**config.mk**
```make
export PLATFORM = sky130hd
export DESIGN_NAME = robotron_mem_arbiter
export DESIGN_NICKNAME = d
export VERILOG_FILES = /design/src/rtl/robotron_mem_arbiter.sv
export SDC_FILE = /design/constraint.sdc
export NUM_CORES = 1
export LEC_CHECK = 0
export ABC_AREA = 1
export CORE_MARGIN = 2
export CORE_UTILIZATION = 42
export CTS_CLUSTER_DIAMETER = 150
export DETAILED_ROUTE_END_ITERATION = 10
export PLACE_DENSITY = 0.77
export SYNTH_ARGS = -nofsm -noshare
export SYNTH_HDL_FRONTEND = slang
export SYNTH_SLANG_ARGS = --single-unit
```
**constraint.sdc**
```tcl
create_clock -name clk -period 1.8 [get_ports clk]
set_input_delay 0.45 -clock clk [delete_from_list [all_inputs] [get_ports clk]]
set_output_delay 0.45 -clock clk [all_outputs]
set_load 0.01 [all_outputs]
```
**src/rtl/robotron_mem_arbiter.sv**
```systemverilog
// Two-port arbiter for the shared async RAM/flash bus.
// Video has priority; a starvation counter bounds CPU wait.
module robotron_mem_arbiter #(
    parameter int ACCESS_CYCLES  = 4,
    parameter int CPU_STARVE_MAX = 3
) (
    input  logic        clk,
    input  logic        reset,
    input  logic        cpu_req,
    input  logic        cpu_we,
    input  logic        cpu_flash,
    input  logic [22:0] cpu_addr,
    input  logic [1:0]  cpu_be,
    input  logic [15:0] cpu_wdata,
    output logic        cpu_ack,
    output logic [15:0] cpu_rdata,
    input  logic        vid_req,
    input  logic [22:0] vid_addr,
    output logic        vid_ack,
    output logic [15:0] vid_rdata,
    output logic [22:0] MemAdr,
    output logic [15:0] MemDB_out,
    input  logic [15:0] MemDB_in,
    output logic        mem_drive,
    output logic        MemOE,
    output logic        MemWR,
    output logic        RamCS,
    output logic        FlashCS,
    output logic        RamLB,
    output logic        RamUB
);

    localparam int CW = (ACCESS_CYCLES > 1) ? $clog2(ACCESS_CYCLES) : 1;
    localparam int SW = (CPU_STARVE_MAX > 0) ? $clog2(CPU_STARVE_MAX + 1) : 1;
    localparam logic [CW-1:0] CNT_LOAD  = CW'(ACCESS_CYCLES - 1);
    localparam logic [SW-1:0] STARVE_MX = SW'(CPU_STARVE_MAX);

    typedef enum logic [1:0] {
        S_IDLE,
        S_SETUP,
        S_ACCESS,
        S_RECOVER
    } state_e;

    state_e        state_q, state_d;
    logic [CW-1:0] cnt_q, cnt_d;
    logic [SW-1:0] starve_q, starve_d;
    logic          own_vid_q, own_vid_d;
    logic          we_q, we_d;
    logic          flash_q, flash_d;
    logic [22:0]   adr_q, adr_d;
    logic [15:0]   dbo_q, dbo_d;
    logic          drive_q, drive_d;
    logic          oe_q, oe_d;
    logic          wr_q, wr_d;
    logic          ramcs_q, ramcs_d;
    logic          flcs_q, flcs_d;
    logic          lb_q, lb_d;
    logic          ub_q, ub_d;
    logic          cack_q, cack_d;
    logic          vack_q, vack_d;
    logic [15:0]   crd_q, crd_d;
    logic [15:0]   vrd_q, vrd_d;
    logic          take_cpu;
    logic          take_vid;

    // Next-state and next-output logic; every bus pin is a flop.
    always_comb begin
        state_d   = state_q;
        cnt_d     = cnt_q;
        starve_d  = starve_q;
        own_vid_d = own_vid_q;
        we_d      = we_q;
        flash_d   = flash_q;
        adr_d     = adr_q;
        dbo_d     = dbo_q;
        drive_d   = drive_q;
        oe_d      = oe_q;
        wr_d      = wr_q;
        ramcs_d   = ramcs_q;
        flcs_d    = flcs_q;
        lb_d      = lb_q;
        ub_d      = ub_q;
        cack_d    = 1'b0;
        vack_d    = 1'b0;
        crd_d     = crd_q;
        vrd_d     = vrd_q;
        take_cpu  = 1'b0;
        take_vid  = 1'b0;

        unique case (state_q)
            S_IDLE: begin
                if (cpu_req && starve_q == STARVE_MX) begin
                    take_cpu = 1'b1;
                end else if (vid_req) begin
                    take_vid = 1'b1;
                end else if (cpu_req) begin
                    take_cpu = 1'b1;
                end

                if (take_cpu || !cpu_req) begin
                    starve_d = '0;
                end else if (take_vid && starve_q != STARVE_MX) begin
                    starve_d = starve_q + SW'(1);
                end

                if (take_vid) begin
                    state_d   = S_SETUP;
                    own_vid_d = 1'b1;
                    we_d      = 1'b0;
                    flash_d   = 1'b0;
                    adr_d     = vid_addr;
                    ramcs_d   = 1'b0;
                    flcs_d    = 1'b1;
                    lb_d      = 1'b0;
                    ub_d      = 1'b0;
                    drive_d   = 1'b0;
                end else if (take_cpu) begin
                    state_d   = S_SETUP;
                    own_vid_d = 1'b0;
                    we_d      = cpu_we;
                    flash_d   = cpu_flash;
                    adr_d     = cpu_addr;
                    ramcs_d   = cpu_flash;
                    flcs_d    = ~cpu_flash;
                    lb_d      = ~cpu_be[0];
                    ub_d      = ~cpu_be[1];
                    drive_d   = 1'b0;
                    if (cpu_we) begin
                        dbo_d   = cpu_wdata;
                        // flash is read-only: never drive the bus to it
                        drive_d = ~cpu_flash;
                    end
                end
            end

            S_SETUP: begin
                state_d = S_ACCESS;
                cnt_d   = CNT_LOAD;
                if (!we_q) begin
                    oe_d = 1'b0;
                end else if (!flash_q) begin
                    wr_d = 1'b0;
                end
            end

            S_ACCESS: begin
                if (cnt_q == '0) begin
                    state_d = S_RECOVER;
                    oe_d    = 1'b1;
                    wr_d    = 1'b1;
                    ramcs_d = 1'b1;
                    flcs_d  = 1'b1;
                    lb_d    = 1'b1;
                    ub_d    = 1'b1;
                    drive_d = 1'b0;
                    if (own_vid_q) begin
                        vack_d = 1'b1;
                        vrd_d  = MemDB_in;
                    end else begin
                        cack_d = 1'b1;
                        if (!we_q) begin
                            crd_d = MemDB_in;
                        end
                    end
                end else begin
                    cnt_d = cnt_q - CW'(1);
                end
            end

            S_RECOVER: begin
                state_d = S_IDLE;
            end

            default: begin
                state_d = S_IDLE;
            end
        endcase
    end

    // State and output registers with synchronous reset.
    always_ff @(posedge clk) begin
        if (reset) begin
            state_q   <= S_IDLE;
            cnt_q     <= '0;
            starve_q  <= '0;
            own_vid_q <= 1'b0;
            we_q      <= 1'b0;
            flash_q   <= 1'b0;
            adr_q     <= '0;
            dbo_q     <= '0;
            drive_q   <= 1'b0;
            oe_q      <= 1'b1;
            wr_q      <= 1'b1;
            ramcs_q   <= 1'b1;
            flcs_q    <= 1'b1;
            lb_q      <= 1'b1;
            ub_q      <= 1'b1;
            cack_q    <= 1'b0;
            vack_q    <= 1'b0;
            crd_q     <= '0;
            vrd_q     <= '0;
        end else begin
            state_q   <= state_d;
            cnt_q     <= cnt_d;
            starve_q  <= starve_d;
            own_vid_q <= own_vid_d;
            we_q      <= we_d;
            flash_q   <= flash_d;
            adr_q     <= adr_d;
            dbo_q     <= dbo_d;
            drive_q   <= drive_d;
            oe_q      <= oe_d;
            wr_q      <= wr_d;
            ramcs_q   <= ramcs_d;
            flcs_q    <= flcs_d;
            lb_q      <= lb_d;
            ub_q      <= ub_d;
            cack_q    <= cack_d;
            vack_q    <= vack_d;
            crd_q     <= crd_d;
            vrd_q     <= vrd_d;
        end
    end

    assign MemAdr    = adr_q;
    assign MemDB_out = dbo_q;
    assign mem_drive = drive_q;
    assign MemOE     = oe_q;
    assign MemWR     = wr_q;
    assign RamCS     = ramcs_q;
    assign FlashCS   = flcs_q;
    assign RamLB     = lb_q;
    assign RamUB     = ub_q;
    assign cpu_ack   = cack_q;
    assign cpu_rdata = crd_q;
    assign vid_ack   = vack_q;
    assign vid_rdata = vrd_q;

    // Bus contention guards: one chip select, one strobe direction.
    a_one_cs : assert property (@(posedge clk) disable iff (reset)
        !(!ramcs_q && !flcs_q));
    a_one_strobe : assert property (@(posedge clk) disable iff (reset)
        !(!oe_q && !wr_q));

endmodule

```
==> impl_metrics.tcl <==
set metrics [dict create \
    status "finished, final reports clean" \
    synthDistinctLibCells 24 \
    gp_congestion 0.793 \
    yosysSeqAreaShare_pct 48.2 \
    synth_ff_type "dfxtp_1" \
    synth-simple-area-share_pct 28.6 \
    yosys_warnings 0 \
    syn_area_per_cell_um2 7.15 \
    setup.worst_path.class "reg -> out" \
    rows 34 \
    postCtsSetupBuffers 0 \
    hpwl_mm 7.54 \
    final_layout_size_suffix_gt1_share_pct 7.05 \
    core_area_um2 8640 \
    grt_pass1_vias 3797 \
    dpl_cell_area_um2 5470 \
    register_area_um2 1780 \
    cts_tree "built" \
    slew_violations 0 \
    synth.cell_area_um2 3690 \
    grtUsageTotal_pct 21.7 \
    slowest_stage "clkdlybuf4s50_1" \
    nFillCells 726 \
    finish.instance_area_um2 5690 \
    synth_compound_area_share_pct 13.0 \
    grt_pass1_wl_mm 17.2 \
    num-nets-final 767 \
    synth_xor_area_share_pct 0.237 \
    synth_fa_ha_area_share_pct 1.69 \
    rr_worst_depth 8 \
    synth_top_family_by_area "simple AND/OR/NAND/NOR gates" \
    root_buffer "clkbuf_8" \
    port_buffers 165 \
    synth_edf_count 0 \
    grt_max_degree 65 \
    wl_met1_mm 4.39 \
    sw_frac_of_total_pct 37.1 \
    synth_top_area_share_pct 48.2 \
    die_h_um 97.8 \
    path_depth 1 \
    p_switching_mw 2.76 \
    antenna_found_initial 0 \
    areaGrowthSynthToFinish_pct 54.1 \
    clkSlewWorstSetupHoldPaths_ns 0.09 \
    reg2reg_slack_ns 0.20 \
    start_util_pct 42.8 \
    p_comb_share_pct 44.5 \
    p_int_mw 4.68 \
    clockBufferDepth 2 \
    crit_path_end_kind "output pin" \
    wl_per_cell_um 13.5 \
    htreeDepth 3 \
    die_w_um 97.8 \
    syn_inst 517 \
    numCtsBuffers 9 \
    dieArea_um2 9560 \
    vias_per_cell 4.96 \
    drv_cap 0 \
    finalCriticalPeriod_ns 1.75 \
    fin_worst_skew_ns 0.0116 \
    syn_nets 608 \
    met2_length_mm 5.20 \
    cp_max_fo 2 \
    hold_depth 2 \
    synthMuxAreaShare_pct 0 \
    clkSinkCount 89 \
    antenna_cells 0 \
    power.share.sequential_pct 36.5 \
    vias 3915 \
    fin_util_pct 65.9 \
    hold_viol 0 \
    synth_top_area_cell "dfxtp_1" \
    yosysMostFrequentCell "nand2_1" \
    drc 0 \
    multiInputGateArea_um2 1630 \
    drt-initial-drc-count 160 \
    synth_common_cells "nand2_1 (114), nor2_1 (95), dfxtp_1 (89), a21oi_1 (49), inv_1 (29)" \
    total_power_mw 7.44 \
    top_layer_used "met4" \
    min_to "MemOE" \
    ys_async_sr_fraction_pct 0 \
    io_pins 166 \
    ys_seq_elements 89 \
    power.leakage_nw 2.33 \
    critical-path-top-delay-family "buffers and inverters" \
    fmax_mhz 573 \
    hp-start "MemOE" \
    timing.rr.end "cpu_rdata[7]" \
    hp-class "reg -> reg" \
    peakVddDrop_mv 0.572 \
    max_stage_delay_ns 0.56 \
    report.final.setup_viol 0 \
    r2r-start "state_q[0]" \
    period_share_pct 97.0 \
    routed_wl_mm 10.7 \
    worstPathCellList "clkdlybuf4s50_1" \
    worst_pin_slew_ns 0.426 \
    critPathRequiredTime_ns 1.35 \
    p_per_area_nw_per_um2 1310 \
    wl_met3_um 953 \
    rsz0062_at_grt "false" \
    clock_latency_ns 0.36 \
    first_pass_iters 4 \
    slew_headroom_pct 71.6 \
    tns_ns 0 \
    crit_arrival_ns 1.30 \
    synthTopCellsByArea "dfxtp_1 (48%), nand2_1 (12%), nor2_1 (9.7%)" \
    drtAntennaViolNets 0 \
    power.clock.fraction_pct 19.0 \
    hold_slack_ns 0.449 \
    cp_num_buf_inv 1 \
    start_kind "flop" \
    grt-ovfl-total 0 \
]
final cells by class:
cell class | count | share of cell area [%]
clock buffers | 9 | 2.18
clock inverters | 7 | 1.34
inverters | 37 | 2.53
multi-input cells | 359 | 28.6
flip-flops and latches | 89 | 31.3
well taps | 108 | 2.37
repair buffers | 180 | 31.6
power groups by stage:
stage | Sequential, mW | Combinational (mW) | Clock [mW]
floorplan | 2.91 | 1.67 | 0
global placement | 2.73 | 3.17 | 0
detailed placement | 2.75 | 3.26 | 0
CTS | 2.72 | 3.28 | 1.44
global route | 2.77 | 3.66 | 1.52
finish | 2.72 | 3.31 | 1.41
per-stage QoR:
stage,std cells,setup WS (ns)
floorplan,517,0.387
global placement,773,-0.0164
detailed placement,773,-0.0704
CTS,789,0.0449
global route,789,0.0156
finish,789,0.0533
repair_timing:
item                                    in CTS  in global routing
hold buffers                                 0                  0
gates resized for setup                      0                  8
endpoints found under the setup margin       0                 34
registers in the layout, summed over array words and instances, names as in the netlist, 2 cells and up:
register,count
MemAdr,23
MemDB_out,16
cnt_q,2
cpu_rdata,16
starve_q,2
state_q,2
vid_rdata,16
layer usage:
| layer | up-vias | track usage [%] |
|---|---|---|
| met5 | - | 0 |
| met2 | 142 | 38.1 |
| met4 | 0 | 7.05 |
| met3 | 14 | 7.73 |
| li1 | 1969 | - |
| met1 | 1790 | 24.7 |
worst max path at each step:
stage	startpoint	endpoint	slack, ns
floorplan	state_q[0]	MemDB_out[10]	0.39
global placement	vid_req	MemAdr[10]	-0.02
detailed placement	cpu_req	RamCS	-0.07
CTS	MemAdr[19]	MemAdr[19]	0.04
global route	MemAdr[19]	MemAdr[19]	0.02
finish	MemAdr[19]	MemAdr[19]	0.05
cell families (layout without fill, tap and decap cells):
kind of cell             Yosys count  after routing
buffers and inverters             69            233
AO/OA/AOI/OAI                     96             96
XOR/XNOR                           1              1
AND/OR/NAND/NOR                  257            257
flip-flops                        89             89
adder cells (fa/ha/maj)            5              5
cell usage in the layout, fill, tap and decap left out, types with 2 or more instances in the layout:
| cell | count |
|---|---|
| a21oi_1 | 49 |
| buf_12 | 3 |
| buf_4 | 12 |
| clkbuf_8 | 9 |
| clkdlybuf4s50_1 | 165 |
| clkinvlp_4 | 2 |
| dfxtp_1 | 89 |
| ha_1 | 3 |
| ha_2 | 2 |
| inv_1 | 29 |
| inv_2 | 6 |
| inv_6 | 3 |
| nand2_1 | 112 |
| nand2_2 | 4 |
| nand3_1 | 25 |
| nand4_1 | 16 |
| nor2_1 | 95 |
| nor2_4 | 2 |
| o21ai_0 | 19 |
| o21ai_1 | 27 |
Power figures use the tool's default switching activity.
